`src/rtl/store_fsm.sv`:
```
// STORE sequencer: MEM[Ri] <- Rj, optional invalid-code trap under STORE_CODE_CHECK_EN.
// Latency: acceptance edge to done = 3+WRITE_CYCLES edges; outputs decoded from state (Moore).
// Backpressure: none; start is ignored until the FSM is back in IDLE.
module store_fsm #(
    parameter int WRITE_CYCLES = 2,
    parameter int CODE_W       = 6
) (
    input  logic              clk,
    input  logic              rst,
    input  logic              start,
    input  logic              donefetch,
    input  logic [CODE_W-1:0] parameter1,
    input  logic [CODE_W-1:0] parameter2,
    output logic              R0OutEn,
    output logic              R1OutEn,
    output logic              R2OutEn,
    output logic              R3OutEn,
    output logic              P0OutEn,
    output logic              MARin,
    output logic              MDR_frombusin,
    output logic              MDR_tomemOutEn,
    output logic              EN,
    output logic              RW,
    output logic              done,
    output logic              err
);

    generate
        if (WRITE_CYCLES < 1 || WRITE_CYCLES > 15) begin : g_bad_write_cycles
            $error("store_fsm: WRITE_CYCLES must be within 1..15");
        end
    endgenerate

    localparam logic [2:0] S_IDLE  = 3'd0;
    localparam logic [2:0] S_ADDR  = 3'd1;
    localparam logic [2:0] S_DATA  = 3'd2;
    localparam logic [2:0] S_WRITE = 3'd3;
    localparam logic [2:0] S_DONE  = 3'd4;
`ifdef STORE_CODE_CHECK_EN
    localparam logic [2:0] S_ERR   = 3'd5;
`endif

    logic [2:0]        state;
    logic [2:0]        state_nxt;
    logic              start_q;
    logic [CODE_W-1:0] a1;
    logic [CODE_W-1:0] d1;
    logic [3:0]        wcnt;
    logic              accept;
    logic [4:0]        oe;

    // Bit order of the one-hot select: [0]=R0 [1]=R1 [2]=R2 [3]=R3 [4]=P0.
    function automatic logic [4:0] code_sel(input logic [CODE_W-1:0] c);
        logic [4:0] s;
        s = 5'b00000;
        if (c == CODE_W'(0)) s = 5'b00001;
        if (c == CODE_W'(1)) s = 5'b00010;
        if (c == CODE_W'(2)) s = 5'b00100;
        if (c == CODE_W'(3)) s = 5'b01000;
        if (c == CODE_W'(4)) s = 5'b10000;
        return s;
    endfunction

    assign accept = (state == S_IDLE) && start && !start_q && donefetch;

    always_comb begin
        state_nxt = state;
        case (state)
            S_IDLE: begin
                if (accept) begin
`ifdef STORE_CODE_CHECK_EN
                    if (code_sel(parameter1) == 5'b0 || code_sel(parameter2) == 5'b0)
                        state_nxt = S_ERR;
                    else
                        state_nxt = S_ADDR;
`else
                    state_nxt = S_ADDR;
`endif
                end
            end
            S_ADDR:  state_nxt = S_DATA;
            S_DATA:  state_nxt = S_WRITE;
            S_WRITE: if (wcnt == 4'd0) state_nxt = S_DONE;
            S_DONE:  state_nxt = S_IDLE;
            default: state_nxt = S_IDLE;
        endcase
    end

    always_ff @(posedge clk) begin
        if (rst) begin
            state   <= S_IDLE;
            start_q <= 1'b0;
            a1      <= '0;
            d1      <= '0;
            wcnt    <= 4'd0;
        end else begin
            state   <= state_nxt;
            start_q <= start;
            if (accept) begin
                a1 <= parameter1;
                d1 <= parameter2;
            end
            // Counter is loaded on the DATA->WRITE edge so it reads WRITE_CYCLES-1 on WRITE entry.
            if (state == S_DATA)
                wcnt <= 4'(WRITE_CYCLES - 1);
            else if (state == S_WRITE && wcnt != 4'd0)
                wcnt <= wcnt - 4'd1;
        end
    end

    always_comb begin
        oe             = 5'b00000;
        MARin          = 1'b0;
        MDR_frombusin  = 1'b0;
        MDR_tomemOutEn = 1'b0;
        EN             = 1'b0;
        RW             = 1'b1;
        done           = 1'b0;
`ifdef STORE_CODE_CHECK_EN
        err            = 1'b0;
`endif
        case (state)
            S_ADDR: begin
                oe    = code_sel(a1);
                MARin = 1'b1;
            end
            S_DATA: begin
                oe            = code_sel(d1);
                MDR_frombusin = 1'b1;
            end
            S_WRITE: begin
                MDR_tomemOutEn = 1'b1;
                EN             = 1'b1;
                RW             = 1'b0;
            end
            S_DONE: done = 1'b1;
`ifdef STORE_CODE_CHECK_EN
            S_ERR: begin
                err  = 1'b1;
                done = 1'b1;
            end
`endif
            default: ;
        endcase
    end

`ifndef STORE_CODE_CHECK_EN
    assign err = 1'b0;
`endif

    assign R0OutEn = oe[0];
    assign R1OutEn = oe[1];
    assign R2OutEn = oe[2];
    assign R3OutEn = oe[3];
    assign P0OutEn = oe[4];

endmodule

```
`config.mk`:
```
export PLATFORM = sky130hd
export DESIGN_NAME = store_fsm
export DESIGN_NICKNAME = d
export VERILOG_FILES = /design/src/rtl/store_fsm.sv
export SDC_FILE = /design/constraint.sdc
export NUM_CORES = 1
export LEC_CHECK = 0
export ABC_AREA = 1
export CORE_MARGIN = 2
export CORE_UTILIZATION = 49
export CTS_BUF_LIST = sky130_fd_sc_hd__clkbuf_4
export CTS_CLUSTER_SIZE = 40
export DETAILED_ROUTE_END_ITERATION = 8
export PLACE_DENSITY = 0.86
export RECOVER_POWER = 50
export SYNTH_ARGS = -nofsm -noshare
export SYNTH_HDL_FRONTEND = slang
export SYNTH_SLANG_ARGS = --single-unit
```
`constraint.sdc`:
```
create_clock -name clk -period 1.4 [get_ports clk]
set_clock_uncertainty 0.15 [all_clocks]
set_input_delay 0.14 -clock clk [delete_from_list [all_inputs] [get_ports clk]]
set_output_delay 0.14 -clock clk [all_outputs]
set_load 0.1 [all_outputs]
```
==> results of run 1 <==
==> synth_stat cells, types with 2 or more instances <==
cell	n	area [um^2]
inv_1	22	82.58
o21ai_0	10	50.05
nor2_4	2	22.52
nor2_1	30	112.6
buf_6	2	22.52
dfxtp_1	20	400.4
nor3_1	4	20.02
nand3b_1	2	15.01
nand3_1	5	25.02
nand4_1	5	31.28
buf_4	2	15.01
nor2_2	4	25.02
inv_2	2	7.510
o21ai_1	5	25.02
a21oi_1	4	20.02
nand2_1	26	97.59
==> cell families after synthesis <==
family	share of synthesized area
AO/OA/AOI/OAI	0.09268
AND/OR/NAND/NOR	0.3634
flip-flops	0.3902
other	0.003655
adder cells (fa/ha/maj)	0.01219
XOR/XNOR	0.008538
buffers and inverters	0.1293
==> through the flow <==
stage	TNS, ns	hold slack (ns)
floorplan	-4.639	0.05270
global placement	-0.8235	0.3200
detailed placement	-2.484	0.3315
CTS	-3.890	0.2505
==> timing repair <==
action / 4_1_cts
gates resized for setup: 31
endpoints found under the setup margin: 18
pin swaps: 13
setup buffers: 7
==> flow_summary.toml, run 1 <==
[run_status]
status = "stopped before the end"
haltStage = "5_1_grt"
tool.error = "[ERROR DPL-0033] detailed placement checks failed during check placement."

[die]
rows = 16
initial_core_util = 0.5230
die_h_um = 49.76
die_w_um = 49.76
num_io_pins = 28

[yosys]
syn_nets = 169
seq_area_frac_synth = 0.3902
synth_edf_count = 0
synthArstFlopShare = 0
synthFlopType = "dfxtp_1"
ys_seq_elements = 20
syn_area_um2 = 1026
yosysWarnings = 0
syn-mean-instance-area_um2 = 6.750
ys_types = 23
syn-instance-count = 152

[clock_tree]
cts_buffers = 3
htreeDepth = 1
ctsLongestPathBuffers = 2
root_buffer = "clkbuf_4"
ctsHoldBuffers = 0
clock-sinks = 20

[timing]
worst_endpoint = "R2OutEn"
worst-ep-kind = "output port"

[placed_design]
dpl_cell_area_um2 = 1633
hpwl_mm = 2.306
gp_congestion = 0.7863
pre_cts_slack_ns = -0.1986
place_inst = 218
io_buffers = 26

[grt]
antenna_found_initial = 0
grt_max_degree = 16
==> inputs of run 2 (changes only) <==
Settings changed: CORE_AREA set to 2 2 63 65, CORE_MARGIN 2 to not set, CORE_UTILIZATION 49 to not set, CTS_BUF_LIST sky130_fd_sc_hd__clkbuf_4 to not set, CTS_CLUSTER_SIZE 40 to not set, DIE_AREA set to 0 0 65 67, PLACE_DENSITY 0.86 to not set, PLACE_DENSITY_LB_ADDON set to 0.15.
==> run 2 against run 1 <==
Compared with the run above: the flow now finishes, with violations (setup timing); synthesized area stayed put; synthesized cell count stayed put.
==> flow_summary.toml, run 2 <==
[timing]
finalHoldViolCount = 0
setup_viol = 25
drv_slew = 0
fin_ws_ns = -0.3162
rsz0062_at_grt = "yes"
post-route-period-util = 1.226
fin_hold_ws_ns = 0.2768
worst_slew_pin_slew_ns = 0.5325
max_slew_margin = 0.6446
fmax_mhz = 582.7
layout_min_cycle_time_ns = 1.716

[pwr]
p_leak_nw = 0.8471
powerDensity_nw_per_um2 = 1010
vdd_drop_max_v = 0.0004168

[yosys]
syn-instance-count = 152
synth_common_cells = "30 x nor2_1, 26 x nand2_1, 22 x inv_1"
ys_seq_elements = 20
syn_nets = 169
synth_area_leaders = "dfxtp_1 39%, nor2_1 11%, nand2_1 9.5%, inv_1 8.0%, o21ai_0 4.9%"
syn-mean-instance-area_um2 = 6.750
syn_area_um2 = 1026
synth_edf_count = 0
synth_top_area_cell = "dfxtp_1"
post-synth-top-count-cell = "nor2_1"
synthArstFlopShare = 0
ys_types = 23
seq_area_frac_synth = 0.3902
synthFlopType = "dfxtp_1"
yosysWarnings = 0
yosys.area.top_type_share = 0.3902

[grt]
antenna_found_initial = 0
grt_pass1_wl_mm = 4.374
first_global_vias = 1054
grt_usage = 0.1299
grt_max_degree = 16
gr-total-overflow = 0

[die]
initial_core_util = 0.2845
die_h_um = 67
die_area_um2 = 4355
coreArea_um2 = 3606
rows = 22
die_w_um = 65
num_io_pins = 28

[worst_setup_path]
timing.rr.start = "state[2]"
r2r_setup_slack_ns = -0.14
end_kind = "primary output"
cp_max_fo = 6
critical_path_class = "register to primary output"
r2r_cells = 9
cp.arrival_ns = 1.43
cp-start-kind = "register"
crit_required_ns = 1.11
r2r_end = "wcnt[1]"

[placed_design]
gp_congestion = 0.7317
io_buffers = 26
dpl_cell_area_um2 = 1659
hpwl_mm = 1.953

[layout]
n_antenna_cell = 0
fin_util = 0.5579
reg_top3 = "a1 x6, d1 x6, wcnt x4"
nNetsFinal = 224
fin_area_um2 = 2012
drive_gt1_frac = 0.4806
layout_common_cells = "21 x nor2_1, 18 x inv_1, 17 x dfxtp_1, 17 x buf_6"
fillers = 340
area_growth_syn_to_layout_pct = 96.10
mostFrequentLayoutCell = "nor2_1"

[drt]
vias = 1104
wl_per_cell_um = 10.94
wl_met1_mm = 1.159
wl_met2_mm = 1.485
via_per_inst = 4.346
drcViolationCount = 0
met3_length_um = 87
ant_nets = 0
first_pass_iters = 2
drt_wl_total_mm = 2.779
top_layer = "met4"
first_iter_violations = 31

[run_status]
status = "finished, violations left"
violations = "setup timing"

[clock_tree]
clk_latency_ns = 0.26
ctsLongestPathBuffers = 2
clock-sinks = 20
tritoncts = "built"
htreeDepth = 1
cts_buffers = 3
ctsHoldBuffers = 0
root_buffer = "clkbuf_8"
clk_pin_slew_ns = 0.08

[min_path]
whs_path_depth = 3
min_to = "start_q"
hold_class = "input pin to register"
hold_start = "start"

[flow_run]
drv_cap = 0
## run 2: final cells by class
cell class	count	area, um^2	area share
timing repair buffer	55	648.1	0.3221
clock buffer	4	55.05	0.02736
multi-input combinational	103	725.7	0.3607
tap	48	60.06	0.02985
inverter	24	116.4	0.05784
sequential	20	406.6	0.2021
## run 2: metal layers
| metal | up-vias | track usage |
|---|---|---|
| li1 | 580 | - |
| met1 | 503 | 0.1491 |
| met2 | 17 | 0.2384 |
| met3 | 4 | 0.02703 |
| met4 | 0 | 0.04255 |
| met5 | - | 0 |
## run 2: cells by family after synthesis
| kind of cell | count (synthesis) | share of synthesized area |
|---|---|---|
| and+or+nand+nor | 81 | 0.3634 |
| buffers and inverters | 29 | 0.1293 |
| DFF | 20 | 0.3902 |
| AOI/OAI and AO/OA | 19 | 0.09268 |
| xor gates and xnor gates | 1 | 0.008538 |
| adders and majority gates | 1 | 0.01219 |
| other | 1 | 0.003655 |
## run 2: worst max-delay path by stage
stage / startpoint / end / cells past startpoint
floorplan: state[1] / RW / 3
global placement: state[0] / R3OutEn / 6
detailed placement: state[0] / R3OutEn / 6
CTS: state[2] / R3OutEn / 7
global route: state[2] / R1OutEn / 7
finish: state[2] / R1OutEn / 7
## run 2: stage by stage
stage	setup TNS, ns	setup slack, ns	power [mW]	instances
5_1_grt	-5.854	-0.3859	2.138	254
6_report	-4.006	-0.3162	2.033	254
3_3_place_gp	-0.9401	-0.1160	1.417	239
3_5_place_dp	-1.440	-0.1442	1.427	239
2_1_floorplan	-4.639	-0.4823	1.140	152
4_1_cts	-4.273	-0.3504	1.931	250
## run 2: timing repair
action / in CTS / in global routing
setup endpoints to repair: 11 / 30
pin swaps: 7 / 18
gates resized for setup: 17 / 55
gates cloned: 0 / 1
setup buffers: 7 / 7
## run 2: worst max-delay path, stage by stage, from the launching register on
cell and delay, ns:
dfxtp_2 0.34, buf_6 0.12, inv_4 0.05, nand2_4 0.04
nor2_4 0.16, nand4_1 0.17, o21ai_4 0.10, buf_12 0.19
## run 2: power by group
group	switching [mW]	leakage (nW)	internal [mW]
Combinational	0.531	0.653	0.395
Sequential	0.0404	0.165	0.620
Clock	0.197	0.0288	0.250
Total	0.768	0.847	1.26
(Power assumes the default switching activity.)
